## src/rtl/conv2d_job_sched.sv

```systemverilog
// conv2d_job_sched: round-robin intake of conv2d job descriptors into a FIFO, launching one job at a time.
// Define CONV2D_SCHED_WATCHDOG_EN to enable the engine watchdog (TIMEOUT cycles per job).
module conv2d_job_sched #(
  parameter int NREQ    = 2,
  parameter int DEPTH   = 4,
  parameter int AW      = 16,
  parameter int TIMEOUT = 2048,
  localparam int IDW    = (NREQ > 1) ? $clog2(NREQ) : 1
) (
  input  logic                   clk_i,
  input  logic                   rst_i,
  input  logic [NREQ-1:0]        req_valid_i,
  output logic [NREQ-1:0]        req_ready_o,
  input  logic [NREQ*3*AW-1:0]   req_desc_i,
  output logic                   eng_start_o,
  output logic [AW-1:0]          eng_wbase_o,
  output logic [AW-1:0]          eng_fbase_o,
  output logic [AW-1:0]          eng_obase_o,
  input  logic                   eng_busy_i,
  output logic                   cmpl_valid_o,
  output logic [IDW-1:0]         cmpl_id_o,
  output logic                   cmpl_err_o,
  output logic                   busy_o
);

  localparam int PW = $clog2(DEPTH);
  localparam int EW = IDW + 3*AW;

  localparam logic [2:0] S_IDLE   = 3'd0;
  localparam logic [2:0] S_LAUNCH = 3'd1;
  localparam logic [2:0] S_WAIT   = 3'd2;
  localparam logic [2:0] S_RUN    = 3'd3;
  localparam logic [2:0] S_CMPL   = 3'd4;

  logic [EW-1:0]   fifo_mem [DEPTH];
  logic [PW:0]     wr_ptr_q, rd_ptr_q;
  logic            fifo_empty, fifo_full;
  logic [EW-1:0]   fifo_head;

  logic [IDW-1:0]  rr_ptr_q;
  logic [IDW-1:0]  gnt_idx;
  logic            gnt_any;
  logic [3*AW-1:0] gnt_desc;
  logic            push, pop;

  logic [2:0]      state_q, state_d;
  logic [IDW-1:0]  id_q;
  logic            wd_hit;
  logic            err_d;

  assign fifo_empty = (wr_ptr_q == rd_ptr_q);
  assign fifo_full  = (wr_ptr_q[PW] != rd_ptr_q[PW]) &&
                      (wr_ptr_q[PW-1:0] == rd_ptr_q[PW-1:0]);
  assign fifo_head  = fifo_mem[rd_ptr_q[PW-1:0]];

  // Two passes give "first valid at or after rr_ptr, wrapping" without modulo arithmetic.
  always_comb begin
    gnt_any  = 1'b0;
    gnt_idx  = '0;
    gnt_desc = '0;
    for (int j = 0; j < NREQ; j++) begin
      if (!gnt_any && req_valid_i[j] && (j >= int'(rr_ptr_q))) begin
        gnt_any  = 1'b1;
        gnt_idx  = IDW'(j);
        gnt_desc = req_desc_i[j*3*AW +: 3*AW];
      end
    end
    for (int j = 0; j < NREQ; j++) begin
      if (!gnt_any && req_valid_i[j]) begin
        gnt_any  = 1'b1;
        gnt_idx  = IDW'(j);
        gnt_desc = req_desc_i[j*3*AW +: 3*AW];
      end
    end
  end

  // A pop in the same cycle does not free a slot for a full FIFO.
  assign req_ready_o = (gnt_any && !fifo_full) ? (NREQ'(1) << gnt_idx) : '0;
  assign push        = gnt_any && !fifo_full;
  assign pop         = (state_q == S_IDLE) && !fifo_empty;

  always_ff @(posedge clk_i or posedge rst_i) begin
    if (rst_i) begin
      wr_ptr_q <= '0;
      rd_ptr_q <= '0;
      rr_ptr_q <= '0;
    end else begin
      if (push) begin
        wr_ptr_q <= wr_ptr_q + (PW+1)'(1);
        rr_ptr_q <= (gnt_idx == IDW'(NREQ-1)) ? '0 : gnt_idx + IDW'(1);
      end
      if (pop) begin
        rd_ptr_q <= rd_ptr_q + (PW+1)'(1);
      end
    end
  end

  always_ff @(posedge clk_i) begin
    if (push) begin
      fifo_mem[wr_ptr_q[PW-1:0]] <= {gnt_idx, gnt_desc};
    end
  end

`ifdef CONV2D_SCHED_WATCHDOG_EN
  localparam int CW = (TIMEOUT > 2) ? $clog2(TIMEOUT) : 1;
  logic [CW-1:0] wd_cnt_q;
  logic          err_q;

  // Count value TIMEOUT-2 in the last waiting cycle means CMPL lands TIMEOUT cycles after LAUNCH.
  always_ff @(posedge clk_i or posedge rst_i) begin
    if (rst_i) begin
      wd_cnt_q <= '0;
    end else if (state_q == S_LAUNCH) begin
      wd_cnt_q <= '0;
    end else if ((state_q == S_WAIT) || (state_q == S_RUN)) begin
      wd_cnt_q <= wd_cnt_q + CW'(1);
    end
  end

  assign wd_hit = ((state_q == S_WAIT) || (state_q == S_RUN)) &&
                  (wd_cnt_q == CW'(TIMEOUT-2));

  always_ff @(posedge clk_i or posedge rst_i) begin
    if (rst_i) begin
      err_q <= 1'b0;
    end else if ((state_d == S_CMPL) && (state_q != S_CMPL)) begin
      err_q <= err_d;
    end
  end

  assign cmpl_err_o = (state_q == S_CMPL) && err_q;
`else
  assign wd_hit     = 1'b0;
  assign cmpl_err_o = 1'b0;
`endif

  // A busy fall in RUN takes priority over a simultaneous timeout.
  always_comb begin
    state_d = state_q;
    err_d   = 1'b0;
    case (state_q)
      S_IDLE:   if (!fifo_empty) state_d = S_LAUNCH;
      S_LAUNCH: state_d = S_WAIT;
      S_WAIT: begin
        if (wd_hit) begin
          state_d = S_CMPL;
          err_d   = 1'b1;
        end else if (eng_busy_i) begin
          state_d = S_RUN;
        end
      end
      S_RUN: begin
        if (!eng_busy_i) begin
          state_d = S_CMPL;
        end else if (wd_hit) begin
          state_d = S_CMPL;
          err_d   = 1'b1;
        end
      end
      S_CMPL:   state_d = S_IDLE;
      default:  state_d = S_IDLE;
    endcase
  end

  always_ff @(posedge clk_i or posedge rst_i) begin
    if (rst_i) begin
      state_q     <= S_IDLE;
      id_q        <= '0;
      eng_wbase_o <= '0;
      eng_fbase_o <= '0;
      eng_obase_o <= '0;
    end else begin
      state_q <= state_d;
      if (pop) begin
        id_q        <= fifo_head[EW-1:3*AW];
        eng_obase_o <= fifo_head[3*AW-1:2*AW];
        eng_fbase_o <= fifo_head[2*AW-1:AW];
        eng_wbase_o <= fifo_head[AW-1:0];
      end
    end
  end

  assign eng_start_o  = (state_q == S_LAUNCH);
  assign cmpl_valid_o = (state_q == S_CMPL);
  assign cmpl_id_o    = (state_q == S_CMPL) ? id_q : '0;
  assign busy_o       = (state_q != S_IDLE) || !fifo_empty;

endmodule

```

## config.mk

```make
export PLATFORM = sky130hd
export DESIGN_NAME = conv2d_job_sched
export DESIGN_NICKNAME = d
export VERILOG_FILES = /design/src/rtl/conv2d_job_sched.sv
export SDC_FILE = /design/constraint.sdc
export NUM_CORES = 1
export LEC_CHECK = 0
export CORE_MARGIN = 3
export CORE_UTILIZATION = 55
export DETAILED_ROUTE_END_ITERATION = 16
export PLACE_DENSITY = 0.8
export SLEW_MARGIN = 30
export SYNTH_ARGS = -nofsm -noshare
export SYNTH_HDL_FRONTEND = slang
export SYNTH_SLANG_ARGS = --single-unit
```

## constraint.sdc

```tcl
create_clock -name clk_i -period 11.32 [get_ports clk_i]
set_clock_uncertainty 0.15 [all_clocks]
set_input_delay 1.698 -clock clk_i [delete_from_list [all_inputs] [get_ports clk_i]]
set_output_delay 1.698 -clock clk_i [all_outputs]
set_load 0.005 [all_outputs]
```

Word level (Yosys, flattened, before mapping)
Memory sizes are Yosys's and may differ from the RTL's. A register that Yosys moved wholly into a read port is not among the register bits. Index checks and enable logic that the tools add are counted.

Multiplexer cells: 20. Shift-type cells: 1. Order comparisons: 1. Equality and inequality tests: 10. Reduce and logical (&&, ||, !) cells: 16. Add/sub/neg operators: 3.

Operators with widths (number): 48-bit 2-to-1 mux (4); 3-bit case mux with 4 select lines (1); 1-bit 2-to-1 mux (11); 3-bit 2-to-1 mux (3); 1-bit logical AND (7); 3-bit by 1-bit adder with 3-bit output, second input constant (2); 3-bit by 2-bit == test with 1-bit output, second input constant (2); 2-bit != test, second input constant (3); 1-bit logical NOT (5); 3-bit by 1-bit == test with 1-bit output, second input constant (1); 3-bit == test (1); 3-bit == test, second input constant (1); 3-bit logical NOT (1); 3-bit AND reduction (1); 3-bit nonzero test (1); 2-bit == test (1); 2-bit 2-to-1 mux (1); 1-bit by 1-bit << shifter with 2-bit output, first input constant (1); 1-bit adder, second input constant (1); 1-bit >= comparator, first input constant (1); 1-bit logical OR (1); 1-bit != test (1).

Memories: 1. Flip-flop bits (word level): 10. Output and inout bits: 55. Word-level logic and storage cells: 56. Memory bits (writable): 196. Input port bits: 101.

Memories: fifo_mem (words 4, bits a word 49, rd ports 1, clocked after Yosys merged registers in 1, write ports 1, RTL line 35) `logic [EW-1:0] fifo_mem [DEPTH];`.

Longest topological paths before layout
Depth in word-level cells: 15. Depth in mapped cells: 6. Gate-level depth less buffers: 4.

Least setup slack after synthesis
No wires, ideal clock.

Path type: input to register. Start point: input req_valid_i[0]. End point: memory fifo_mem[3][0] (netlist bit) (enable). Setup time: 489 ps. Slack: 6344 ps. Path buffers: 0. Required time: 10681 ps. Arrival time: 4337 ps. Cell stages on the path: 2. Cell sequence: o21ai_0 -> a31oi_1.

Word-level cells in the longest chain between the ends: 14.

RTL lines: from (decl) (RTL line 12) `input logic [NREQ-1:0] req_valid_i,`; 1-bit logical AND (RTL line 62) `if (!gnt_any && req_valid_i[j] && (j >= int'(rr_ptr_q))) begin`; 1-bit 2-to-1 mux (RTL line 62); 1-bit logical NOT (RTL line 62); 1-bit logical AND (RTL line 62); 1-bit 2-to-1 mux (RTL line 62); 1-bit logical NOT (RTL line 69) `if (!gnt_any && req_valid_i[j]) begin`; 1-bit logical AND (RTL line 69); 1-bit 2-to-1 mux (*) (RTL line 69); 1-bit logical NOT (RTL line 69); 1-bit logical AND (RTL line 69); 1-bit 2-to-1 mux (*) (RTL line 69); 1-bit logical AND (*) (RTL line 79) `assign push = gnt_any && !fifo_full;`; 1-bit 2-to-1 mux (*) (RTL line 99) `if (push) begin`; 1-bit 2-to-1 mux (not written as such) (*) (RTL line 100) `fifo_mem[wr_ptr_q[PW-1:0]] <= {gnt_idx, gnt_desc};`; to (decl) (RTL line 35).

Mark *: on every way between the ends. The rest lies on a longest branch, timed or not.

Worst setup path after layout
Start point: input req_valid_i[1]. End point: output req_ready_o[1].

Word-level cells in the longest chain between the ends: 10. Elaborated cells between the ends (all ways): 14. Classes of those cells: 1 x shift; 7 x mux; 6 x reduce/logical.

RTL lines: 1-bit logical AND (RTL line 62); 1-bit 2-to-1 mux (RTL line 62); 1-bit logical NOT (RTL line 69); 1-bit logical AND (RTL line 69); 1-bit 2-to-1 mux (RTL line 69); 1-bit logical NOT (RTL line 69); 1-bit logical AND (RTL line 69); 1-bit 2-to-1 mux (RTL line 69); 1-bit by 1-bit << shifter with 2-bit output or 1-bit logical AND (tied branches) (RTL line 78) `assign req_ready_o = (gnt_any && !fifo_full) ? (NREQ'(1) << gnt_idx) : '0;`; 2-bit 2-to-1 mux (*) (RTL line 78); to (decl) (RTL line 13) `output logic [NREQ-1:0] req_ready_o,`.

Marks and branches as above.

==> results.py <==
metrics = {
    "cells_and_area": {
        "nNetsFinal": 749,
        "drive_above_1_share": 0.241,
        "fin_util": 0.712,
        "area_growth_pct": 26.0,
        "num_antenna_cells": 0,
        "nFillCells": 1088,
        "seq_area_um2": 7370,
        "multi_input_area_um2": 2670,
    },
    "worst_setup_path": {
        "critPathKind": "input port to output port",
        "cp-end-kind": "output port",
        "cp.required_ns": 9.47,
        "arrival_ns": 3.77,
        "cp_max_fo": 53,
        "critPathLaunchType": "input port",
    },
    "synthesis": {
        "synth_compound_area_frac": 0.0488,
        "synth_top_area_frac": 0.576,
        "synthMuxAreaShare": 0.182,
        "synth_nets": 587,
        "ys_types": 38,
        "ys_seq_area_frac": 0.720,
        "syn_avg_cell_area_um2": 21.3,
        "synth_xor_xnor_area_share": 0.00930,
        "synth_top_family_by_area": "multiplexers",
        "synthCells": 481,
        "synth_flop_cell": "edfxtp_1",
        "synthAdderAreaFrac": 0.00612,
        "ys_seq_elements": 255,
        "syn_area_um2": 10200,
        "async_reset_ff_frac": 0.231,
        "yosysWarnings": 0,
        "yosys.area_share.simple": 0.0104,
        "yosys.area.top_type": "edfxtp_1",
        "synthTopCellsByArea": "edfxtp_1 58%, dfrtp_1 14%, mux4_2 11%, mux2_4 7.2%, a22o_1 4.1%",
        "synth-edff-count": 196,
    },
    "timing": {
        "hold_viol_final": 0,
        "fmax_mhz": 178,
        "fin_crit_ns": 5.62,
        "finalWorstSetupSlack_ns": 5.70,
        "post-route-period-util": 0.496,
        "slew_viol_final": 0,
        "setup_viol": 0,
        "slew_headroom": 0.399,
        "worst_slew_pin_slew_ns": 0.901,
        "fin_setup_tns_ns": 0,
        "rsz0062_at_grt": "false",
    },
    "die": {
        "die_x_um": 142,
        "die_h_um": 142,
        "die_area_um2": 20300,
        "ioPinCount": 156,
        "start_util": 0.565,
        "core_area_um2": 18100,
        "rows": 49,
    },
    "grt": {
        "grt_max_degree": 60,
        "grt_pass1_vias": 5742,
        "grt_pass1_wl_mm": 32.0,
        "grt_usage": 0.206,
        "overflow": 0,
        "antenna_found_initial": 0,
    },
    "clocking": {
        "cts_made_buffers": 26,
        "cts_tree": "built",
        "root_buffer": "clkbuf_16",
        "path_clk_slew_ns": 0.06,
        "htreeDepth": 1,
        "clockBufferDepth": 3,
        "ctsHoldBuffers": 0,
        "cts_sinks": 255,
        "clkLatencyLatePin_ns": 0.51,
        "cts_setup_buffers": 0,
        "cts_resized": 0,
    },
    "route": {
        "drcViolationCount": 0,
        "vias": 5113,
        "drt_wl_total_mm": 20.3,
        "drtIter0Drc": 309,
        "via_per_inst": 5.73,
        "wire_per_inst_um": 22.8,
        "drtPass1Iterations": 4,
        "antenna_left": 0,
    },
    "place": {
        "place.port_buffers": 154,
        "place_congestion": 0.759,
        "post-dp-hpwl_mm": 12.2,
        "preCtsSetupSlack_ns": 5.72,
    },
    "power": {
        "power.density_nw_per_um2": 296,
        "p_leak_nw": 4.68,
        "peakVddDrop_mv": 0.173,
        "total_power_w": 0.00381,
    },
    "hold_path": {
        "worstHoldPathType": "flip-flop to flip-flop",
    },
    "job": {
        "cap_violations": 0,
    },
    "status": {
        "status": "complete, no violations",
    },
}
-- state kept, by name (all words and copies together) (netlist names) --
register     count
eng_fbase_o     16
wr_ptr_q         3
state_q          3
rd_ptr_q         3
fifo_mem       196
eng_wbase_o     16
eng_obase_o     16
rr_ptr_q         1
id_q             1
-- critical path, stage by stage --
cell             delay (ns)
clkdlybuf4s50_1        0.61
and2_2                 0.19
buf_4                  0.53
nor2b_1                0.21
clkdlybuf4s50_1        0.51
-- cells in the mapped netlist, types with 2 or more instances --
| master | count |
|---|---|
| inv_1 | 3 |
| buf_1 | 3 |
| buf_2 | 7 |
| and2_1 | 5 |
| o31ai_1 | 2 |
| a31oi_1 | 2 |
| nor2_1 | 2 |
| buf_6 | 2 |
| xor2_1 | 4 |
| mux4_2 | 49 |
| ha_1 | 5 |
| nor3_1 | 2 |
| nor2b_1 | 3 |
| dfrtp_1 | 59 |
| buf_12 | 5 |
| xnor2_1 | 5 |
| mux2_4 | 49 |
| a22o_1 | 48 |
| clkbuf_1 | 12 |
| edfxtp_1 | 196 |
-- kinds of logic (layout without fill, tap and decap cells) --
group,count (synthesis),count (layout)
compound gates,59,59
xor+xnor,10,10
fa+ha+maj,5,5
buf+inv,33,215
flops,255,255
mux,100,100
other cells,1,1
simple gates,18,18
-- path summary, 6_finish.rpt --
path / from / endpoint / slack [ns] / cells after the start
max: req_valid_i[1] / req_ready_o[1] / 5.70 / 5
min: eng_fbase_o[3] / eng_fbase_o[3] / 0.36 / 1
max reg2reg: rd_ptr_q[1] / fifo_mem[1][6] / 7.87 / 5
min reg2reg: eng_fbase_o[3] / eng_fbase_o[3] / 0.36 / 1
max in group asynchronous: rst_i / rd_ptr_q[0] / 8.75 / 3
min in group asynchronous: rst_i / eng_fbase_o[14] / 1.63 / 3
-- power breakdown --
| group | leakage, nW | switching (W) | internal [W] |
|---|---|---|---|
| clock | 0.451 | 0.000340 | 0.000572 |
| sequential | 2.54 | 0.000137 | 0.00145 |
| combinational | 1.69 | 0.000590 | 0.000721 |
| total | 4.68 | 0.00107 | 0.00274 |
-- per-layer routing --
metal	vias up	routed length, um	track usage
met5	-	0	0
met4	0	308	0.0525
met3	26	1230	0.0356
met2	168	11200	0.374
met1	2629	7620	0.258
li1	2290	-	-
-- metrics by stage --
step	hold slack [ns]	cells	area (um^2)
floorplan	0.319	481	10200
global placement	0.345	844	11900
detailed placement	0.343	844	12000
CTS	0.366	892	12900
global route	0.380	892	12900
finish	0.363	892	12900
-- area by class of cell --
cell class / count / share of cell area
tap: 229 / 0.0223
timing repair buffer: 164 / 0.126
clock inverter: 15 / 0.0175
multi-input combinational: 193 / 0.207
sequential: 255 / 0.572
inverter: 3 / 0.000874
clock buffer: 33 / 0.0542
-- layout by cell type (no fill, tap or decap), types with 2 or more instances in the layout --
| cell type | Yosys | final |
|---|---|---|
| nor2b_1 | 3 | 3 |
| xor2_1 | 4 | 4 |
| bufinv_16 | 0 | 6 |
| mux2_4 | 49 | 49 |
| nor2_1 | 2 | 2 |
| a22o_1 | 48 | 48 |
| clkbuf_1 | 12 | 6 |
| and2_2 | 0 | 4 |
| edfxtp_1 | 196 | 196 |
| o31ai_1 | 2 | 2 |
| ha_1 | 5 | 5 |
| xnor2_1 | 5 | 5 |
| mux4_2 | 49 | 49 |
| inv_1 | 3 | 2 |
| dfrtp_1 | 59 | 57 |
| clkbuf_16 | 0 | 27 |
| clkinv_1 | 0 | 2 |
| buf_4 | 1 | 9 |
| clkinv_2 | 0 | 6 |
| clkdlybuf4s50_1 | 0 | 154 |
| nor3_1 | 2 | 2 |
Note: power is estimated with default switching activity, not from simulation.
